--- config.mk ---
export PLATFORM = sky130hd
export DESIGN_NAME = cacheline_adapter
export DESIGN_NICKNAME = d
export VERILOG_FILES = /design/src/rtl/cacheline_adapter_pkg.sv /design/src/rtl/cacheline_adapter.sv
export SDC_FILE = /design/constraint.sdc
export NUM_CORES = 2
export LEC_CHECK = 0
export BUFFER_PORTS_ARGS = -buffer_cell sky130_fd_sc_hd__buf_2
export CORE_MARGIN = 2
export CORE_UTILIZATION = 38
export CTS_BUF_LIST = sky130_fd_sc_hd__clkbuf_8
export DETAILED_ROUTE_END_ITERATION = 8
export GPL_TIMING_DRIVEN = 0
export PLACE_DENSITY_LB_ADDON = 0.25
export SLEW_MARGIN = 20
export SYNTH_ARGS = -nofsm -noshare
export SYNTH_HDL_FRONTEND = slang
export SYNTH_SLANG_ARGS = --single-unit
export TNS_END_PERCENT = 50
--- constraint.sdc ---
create_clock -name i_clk -period 5.3 [get_ports i_clk]
set_input_delay 1.06 -clock i_clk [delete_from_list [all_inputs] [get_ports i_clk]]
set_output_delay 1.06 -clock i_clk [all_outputs]
set_load 0.01 [all_outputs]
--- src/rtl/cacheline_adapter_pkg.sv ---
// Shared constants and state type for the cache line <-> burst memory adapter.
// A line is split into BEATS beats of BEAT_BITS each, lowest beat first.
package cacheline_adapter_pkg;

    localparam int unsigned LINE_BITS   = 256;
    localparam int unsigned BEAT_BITS   = 64;
    localparam int unsigned BEATS       = LINE_BITS / BEAT_BITS;
    localparam int unsigned CNT_BITS    = $clog2(BEATS);
    localparam int unsigned ADDR_BITS   = 32;
    localparam int unsigned OFFSET_BITS = $clog2(LINE_BITS / 8);

    typedef enum logic [2:0] {
        StIdle,
        StRdReq,
        StRdWait,
        StWrBurst,
        StDone
    } adapter_state_t;

    // Clear the byte offset within a line.
    function automatic logic [ADDR_BITS-1:0] line_align(input logic [ADDR_BITS-1:0] addr);
        return {addr[ADDR_BITS-1:OFFSET_BITS], {OFFSET_BITS{1'b0}}};
    endfunction

endpackage

--- src/rtl/cacheline_adapter.sv ---
// Memory-side responder for one cache: turns a 256-bit line read/write into a 64-bit burst
// on the memory port and answers with a one-cycle dfp_resp. All outputs are registered.
module cacheline_adapter
    import cacheline_adapter_pkg::*;
(
    input  logic                 i_clk,
    input  logic                 i_rst,
    input  logic [ADDR_BITS-1:0] i_dfp_addr,
    input  logic                 i_dfp_read,
    input  logic                 i_dfp_write,
    input  logic [LINE_BITS-1:0] i_dfp_wdata,
    output logic [LINE_BITS-1:0] o_dfp_rdata,
    output logic                 o_dfp_resp,
    input  logic                 i_bmem_ready,
    output logic [ADDR_BITS-1:0] o_bmem_addr,
    output logic                 o_bmem_read,
    output logic                 o_bmem_write,
    output logic [BEAT_BITS-1:0] o_bmem_wdata,
    input  logic [ADDR_BITS-1:0] i_bmem_raddr,
    input  logic [BEAT_BITS-1:0] i_bmem_rdata,
    input  logic                 i_bmem_rvalid
);

    adapter_state_t       r_state;
    logic [CNT_BITS-1:0]  r_cnt;
    logic [LINE_BITS-1:0] r_buf;
    logic [ADDR_BITS-1:0] r_addr;
    logic [LINE_BITS-1:0] r_dfp_rdata;
    logic                 r_dfp_resp;
    logic                 r_bmem_read;
    logic                 r_bmem_write;
    logic [BEAT_BITS-1:0] r_bmem_wdata;

    logic                 w_last;
    logic                 w_rd_hit;
    logic [CNT_BITS-1:0]  w_cnt_nxt;
    logic [LINE_BITS-1:0] w_buf_merged;
    logic [BEAT_BITS-1:0] w_next_wbeat;

    assign w_last    = (r_cnt == CNT_BITS'(BEATS - 1));
    assign w_rd_hit  = i_bmem_rvalid && (i_bmem_raddr == r_addr);
    assign w_cnt_nxt = r_cnt + 1'b1;

    // Line buffer with the incoming read beat dropped into its slot, so the final beat can be
    // forwarded to dfp_rdata in the same edge that stores it.
    always_comb begin
        w_buf_merged = r_buf;
        w_buf_merged[BEAT_BITS*r_cnt +: BEAT_BITS] = i_bmem_rdata;
    end

    assign w_next_wbeat = r_buf[BEAT_BITS*w_cnt_nxt +: BEAT_BITS];

    always_ff @(posedge i_clk) begin
        if (i_rst) begin
            r_state      <= StIdle;
            r_cnt        <= '0;
            r_buf        <= '0;
            r_addr       <= '0;
            r_dfp_rdata  <= '0;
            r_dfp_resp   <= 1'b0;
            r_bmem_read  <= 1'b0;
            r_bmem_write <= 1'b0;
            r_bmem_wdata <= '0;
        end else begin
            unique case (r_state)
                StIdle: begin
                    if (i_dfp_write) begin
                        r_addr       <= line_align(i_dfp_addr);
                        r_buf        <= i_dfp_wdata;
                        r_cnt        <= '0;
                        r_bmem_write <= 1'b1;
                        r_bmem_wdata <= i_dfp_wdata[BEAT_BITS-1:0];
                        r_state      <= StWrBurst;
                    end else if (i_dfp_read) begin
                        r_addr      <= line_align(i_dfp_addr);
                        r_cnt       <= '0;
                        r_bmem_read <= 1'b1;
                        r_state     <= StRdReq;
                    end
                end
                StRdReq: begin
                    if (i_bmem_ready) begin
                        r_bmem_read <= 1'b0;
                        r_state     <= StRdWait;
                    end
                end
                StRdWait: begin
                    // Beats tagged for another address are not ours and are dropped.
                    if (w_rd_hit) begin
                        r_buf <= w_buf_merged;
                        r_cnt <= w_cnt_nxt;
                        if (w_last) begin
                            r_dfp_rdata <= w_buf_merged;
                            r_dfp_resp  <= 1'b1;
                            r_state     <= StDone;
                        end
                    end
                end
                StWrBurst: begin
                    if (i_bmem_ready) begin
                        r_cnt <= w_cnt_nxt;
                        if (w_last) begin
                            r_bmem_write <= 1'b0;
                            r_bmem_wdata <= '0;
                            r_dfp_rdata  <= r_buf;
                            r_dfp_resp   <= 1'b1;
                            r_state      <= StDone;
                        end else begin
                            r_bmem_wdata <= w_next_wbeat;
                        end
                    end
                end
                StDone: begin
                    r_dfp_resp  <= 1'b0;
                    r_dfp_rdata <= '0;
                    r_state     <= StIdle;
                end
                default: begin
                    r_state <= StIdle;
                end
            endcase
        end
    end

    assign o_dfp_rdata  = r_dfp_rdata;
    assign o_dfp_resp   = r_dfp_resp;
    assign o_bmem_addr  = r_addr;
    assign o_bmem_read  = r_bmem_read;
    assign o_bmem_write = r_bmem_write;
    assign o_bmem_wdata = r_bmem_wdata;

    // Protocol observations: these never change behaviour, they only report.
    always @(posedge i_clk) begin
        if (!i_rst && r_state == StIdle) begin
            assert (!(i_dfp_read && i_dfp_write))
            else $warning("cacheline_adapter: read and write requested together, write taken");
        end
        if (!i_rst && r_state == StRdWait && i_bmem_rvalid) begin
            assert (i_bmem_raddr == r_addr)
            else $warning("cacheline_adapter: beat for 0x%08h dropped, burst is 0x%08h",
                          i_bmem_raddr, r_addr);
        end
    end

endmodule

**Word-level counts from Yosys, hierarchy flattened**

Cells that the tools add are included.

- Register bits after elaboration: 616
- Latch bits: 0
- Input port bits: 390
- ROM bits: 0
- Word-level logic and storage cells: 85
- Memories: 0
- Bits in writable memories: 0

- $mul: 0
- Order comparisons: 0
- Mux-type cells: 39
- Add/sub/neg operators: 2
- Equal/unequal tests: 15
- Shift operators: 3
- Reductions and logical operators: 17
- Bitwise gates (word level): 0
- Divide/modulo/power cells: 0

Operator list:

| operator | count |
|---|---|
| $mux 256 | 6 |
| $pmux 256 s3 | 1 |
| $pmux 256 s2 | 1 |
| $bwmux 256 | 1 |
| $shift 64x34->256 const A | 1 |
| $shiftx 256x9->64 | 1 |
| $shiftx 64x34->256 | 1 |
| $mux 64 | 3 |
| $pmux 64 s2 | 1 |
| $mux 32 | 2 |
| $neg 8->34 | 1 |
| $eq 32x32->1 | 1 |
| $mux 3 | 6 |
| $ne 2x2->1 const B | 8 |
| $reduce_and 4->1 | 4 |
| $pmux 3 s4 | 1 |
| $mux 1 | 9 |
| $reduce_and 3->1 | 3 |
| $mux 2 | 4 |
| $reduce_bool 2->1 | 4 |
| $eq 3x2->1 const B | 2 |
| $pmux 2 s3 | 1 |
| $reduce_bool 3->1 | 2 |
| $reduce_and 5->1 | 1 |
| other kinds (10) | 11 |

**Depth between registers and ports, before layout**

- Depth in word-level cells: 6
- Depth in mapped cells: 11

**Worst setup path after synthesis**

OpenSTA, ideal clock, no wires.

- Path type: input to register
- Start point: in i_bmem_raddr[22]
- End point: reg r_dfp_rdata[235], in the netlist o_dfp_rdata[235]
- Data arrival time: 2.535 ns
- Path slack: 2.631 ns
- Stages: 9
- Cell sequence: xor2_1 > nor4_1 > nand4_1 > o21ai_2 > and2_1 > buf_2 > buf_4 > buf_2 > a211oi_1

- Word-level cells in the longest chain between the ends: 4

Ends and longest elaborated chain:

| item | RTL line | RTL |
|---|---|---|
| start: declaration | cacheline_adapter.sv:19 | `input logic [ADDR_BITS-1:0] i_bmem_raddr,` |
| $eq 32x32->1 | cacheline_adapter.sv:41 | `assign w_rd_hit = i_bmem_rvalid && (i_bmem_raddr == r_addr);` |
| $logic_and 1x1->1 | cacheline_adapter.sv:41 |  |
| $ne 2x2->1 (no line) | - |  |
| $reduce_and 5->1 (no line) | - |  |
| end signal: assignment | cacheline_adapter.sv:93 | `r_dfp_rdata <= w_buf_merged;` |
| end signal: assignment | cacheline_adapter.sv:105 | `r_dfp_rdata <= r_buf;` |
| end: declaration | cacheline_adapter.sv:28 | `logic [LINE_BITS-1:0] r_dfp_rdata;` |

Every way passes these cells.
A chain may end at the register's enable or synchronous reset.

**Final worst setup path**

- Start point: in i_bmem_raddr[1]
- End point: reg r_dfp_rdata[75], in the netlist o_dfp_rdata[75]

The elaborated chain is that of the path after synthesis.

==> flow_summary_export.csv <==
group,metric,value,unit
run_status,outcome,"complete, no violations",
yosys,synth_area_per_cell,8.14,µm²
timing,final_hold_vio_count,0,
finish,final_nets,5450,
power,power.density,586,mW/mm²
setup_path,cpMaxStageDelayCell,"sky130_fd_sc_hd__buf_2",
setup_path,data_required_time_of_the_critical_path,5.99,ns
hold_path,hold_depth,2,
timing,setup_viol,0,
setup_path,critPathTopFamily,"buffers and inverters",
setup_path,timing_worst_setup_path_type,"input port to flip-flop",
setup_path,rrSetupSlack,1.38,ns
routing,drt_pre_antenna_iters,7,
clock_tree,clkLatencyLatePin,0.81,ns
finish,area.growth.synth_to_final,21.9,%
setup_path,path_common_cell,"sky130_fd_sc_hd__buf_2",
timing,max_slew_margin,0.169,
power,ir_worst_vdd,0.000293,V
yosys,yosys-top-cells-area,"sky130_fd_sc_hd__dfxtp_1, sky130_fd_sc_hd__a21oi_1, sky130_fd_sc_hd__a211oi_1",
yosys,synth_seq_area_share,0.358,
yosys,synth_enable_flop_cells,0,
flow_run,max-cap-violations,0,
power,power_switching_share,0.480,
setup_path,reg2reg_depth,10,
routing,totalWireLength,188,mm
setup_path,path_cells,"buf_2 > nor4_1 > nor2b_1 > nand4_1 > o21ai_2 > buf_2 > buf_4 > a21oi_1 > a211oi_1",
timing,layout_skew,0.0476,ns
finish,final_layout_size_suffix_gt1_frac,0.246,
placement,placement.io_buffers,732,
floorplan,io_pins,745,
finish,design_area,0.0417,mm²
setup_path,critPathLaunchType,"input port",
timing,timing.setup.tns,0,ns
placement,dpl-instance-area,0.0394,mm²
clock_tree,htree_levels,3,
global_routing,grt_pass1_wl,267,mm
global_routing,grt_start_max_net_pins,15,
yosys,synthDominantAreaCellType,"sky130_fd_sc_hd__dfxtp_1",
power,switchingPower,0.0117,W
yosys,async_flop_share,0,
floorplan,fp.dieW,304,µm
power,p_leak,16.0,nW
power,portion_of_total_power_attributed_to_combinational_logic,0.508,
clock_tree,cts_tree,"yes",
setup_path,critical_path_peak_fanout,10,
setup_path,worst_r2r_startpoint,"r_cnt[0]",
finish,commonest_cells_after_routing_fill_and_taps_aside,"sky130_fd_sc_hd__buf_2, sky130_fd_sc_hd__a21oi_1, sky130_fd_sc_hd__dfxtp_1, sky130_fd_sc_hd__nand2_1, sky130_fd_sc_hd__a211oi_1",
finish,fin_cells,6329,
hold_path,timing.hold.worst_endpoint,"o_bmem_addr[26]",
setup_path,crit_path_max_incr_delay,0.91,ns
clock_tree,cts-resized-gates,0,
clock_tree,post_cts_buffers,0,
clock_tree,tritoncts_buffer_count,113,
setup_path,endpoint_kind,"flip-flop",
yosys,netlist_area,0.0342,mm²
timing,fin_hold_ws,0.482,ns
clock_tree,cts_buffer_depth,3,
routing,drt_first_iter_violations,4853,
placement,hpwlAfterDp,144,mm
global_routing,grt_overflow,0,
yosys,synth-seq-cells,611,
hold_path,worst_hold_startpoint,"o_bmem_addr[26]",
global_routing,grt_antenna_before_repair,18,
setup_path,worst-endpoint-arrival,4.76,ns
finish,most_common_library_cell_in_the_layout_ignoring_fill_and_taps,"sky130_fd_sc_hd__buf_2",
setup_path,worstSetupStartpoint,"i_bmem_raddr[1]",
power,power.clock.fraction,0.189,
timing,unrepaired_setup_endpoints_after_global_routing,"no",
floorplan,std_cell_rows,110,
global_routing,first_global_vias,37700,
yosys,synth_cell_type_count,48,
floorplan,floorplan.initialDensity,0.382,
setup_path,critical_path_buf_inv_count,3,
timing,final.period_utilization,0.767,
yosys,synthesized_instance_count,4200,
routing,detailroute.via_count,39500,
placement,gp_congestion,0.996,
routing,routed_via_density,6.25,
clock_tree,clkTransAtPathRegs,0.06,ns
hold_path,worst_hold_path_type,"flip-flop to flip-flop",
timing,timing.fmax,246,MHz
yosys,synth-main-ff-cell,"sky130_fd_sc_hd__dfxtp_1",
clock_tree,tritoncts_num_sinks,611,
global_routing,gr-usage-all-layers,0.391,
routing,drc,0,
placement,place_inst,6115,
timing,timing_max_transition_violations_final,0,
routing,drt.antenna.violating_nets,0,
floorplan,die_h,304,µm
power,cellInternalPower,0.0127,W
power,seq_pwr_share,0.303,
finish,n_fill_cell,9098,
timing,slew_at_the_pin_closest_to_its_max_slew_limit,1.25,ns
setup_path,regToRegEndpoint,"o_dfp_rdata[175]",
yosys,synth_largest_type_area_fraction,0.358,
routing,avgRoutedWirePerCell,29.7,µm
yosys,yosys_warnings,0,
timing,fin_crit,4.07,ns
clock_tree,cts.root.buffer_cell,"sky130_fd_sc_hd__clkbuf_8",
clock_tree,cts_hold_buffers,0,
floorplan,die-area,0.0924,mm²
floorplan,core_area,0.0896,mm²
[area by class of cell]
class	count	area, µm²	area share
antenna	14	35.0	0.000841
buffer	502	2360	0.0565
clock buffer	142	1950	0.0469
clock inverter	58	240	0.00577
inverter	97	364	0.00874
multi-input combinational	2994	19300	0.463
sequential	611	12200	0.294
tap	1176	1470	0.0353
timing repair buffer	735	3730	0.0896
[worst max path at each step]
| stage | endpoint | cells past startpoint |
|---|---|---|
| after floorplan | o_dfp_rdata[235] | 9 |
| final | o_dfp_rdata[75] | 9 |
| after detailed placement | o_dfp_rdata[106] | 9 |
| after global routing | o_dfp_rdata[113] | 9 |
| after CTS | o_dfp_rdata[113] | 9 |
| after global placement | o_dfp_rdata[114] | 9 |
[worst min-delay path, delay by kind of cell, from the launching register on]
kind / cells / cell delay (ns)
compound gates: 1 / 0.05
flops: 1 / 0.32
simple gates: 1 / 0.06
[sequential cells by signal (all words and copies together) (netlist names), 2 cells and up]
name          count
r_cnt             2
r_state           3
o_bmem_addr      27
o_dfp_rdata     256
r_buf           256
o_bmem_wdata     64
[cells by family after synthesis]
logic type / after synthesis / share of synthesized area
xor gates and xnor gates: 27 / 0.00692
and+or+nand+nor: 1180 / 0.167
buffers and inverters: 599 / 0.0791
AOI/OAI and AO/OA: 1712 / 0.344
other: 1 / 0.000110
DFF: 611 / 0.358
adders and majority gates: 6 / 0.00220
muxes: 64 / 0.0422
[per-layer routing]
metal  part of all wire  vias up  GRT usage  wire [µm]
met4              0.074        8      0.261      13900
li1                   -    17300          -          -
met2               0.44     2650      0.601      82200
met5            0.00025        -          0         47
met3               0.11      621     0.0994      20100
met1               0.38    19000      0.484      72000
[power groups by stage]
stage          Sequential, W  Clock [W]  Combinational [W]
2_1_floorplan        0.00740          0            0.00704
3_5_place_dp         0.00740          0             0.0121
5_1_grt              0.00749    0.00480             0.0132
3_3_place_gp         0.00738          0             0.0119
6_report             0.00740    0.00463             0.0124
4_1_cts              0.00732    0.00461             0.0121
[synth_stat cells (3+ instances only)]
library cell               number
sky130_fd_sc_hd__a21oi_1      715
sky130_fd_sc_hd__dfxtp_1      611
sky130_fd_sc_hd__nand2_1      468
sky130_fd_sc_hd__a211oi_1     356
sky130_fd_sc_hd__nor2b_1      301
sky130_fd_sc_hd__clkbuf_1     272
sky130_fd_sc_hd__a22oi_1      155
sky130_fd_sc_hd__nor2_1       139
sky130_fd_sc_hd__nand3_1      134
sky130_fd_sc_hd__o21ai_0      129
sky130_fd_sc_hd__buf_2        126
sky130_fd_sc_hd__inv_1         96
sky130_fd_sc_hd__o41ai_1       91
sky130_fd_sc_hd__o221ai_2      90
sky130_fd_sc_hd__nand2b_1      67
sky130_fd_sc_hd__mux4_2        64
sky130_fd_sc_hd__a221o_1       61
sky130_fd_sc_hd__buf_4         51
sky130_fd_sc_hd__o221ai_1      41
sky130_fd_sc_hd__buf_1         36
sky130_fd_sc_hd__nand4_1       36
sky130_fd_sc_hd__a21boi_0      34
sky130_fd_sc_hd__a311oi_1      30
sky130_fd_sc_hd__xor2_1        27
sky130_fd_sc_hd__buf_6         11
sky130_fd_sc_hd__nor4_1        11
sky130_fd_sc_hd__ha_1           6
sky130_fd_sc_hd__clkbuf_2       5
sky130_fd_sc_hd__nor3_1         5
sky130_fd_sc_hd__and2_1         4
sky130_fd_sc_hd__nor3_2         3
[per-stage QoR]
step	total power (W)	util	setup slack (ns)
floorplan	0.0144	-	2.63
global placement	0.0193	0.439	0.694
detailed placement	0.0195	0.440	0.583
CTS	0.0240	0.465	1.51
global route	0.0255	0.465	1.23
finish	0.0244	0.465	1.23
Power figures use the tool's default switching activity.
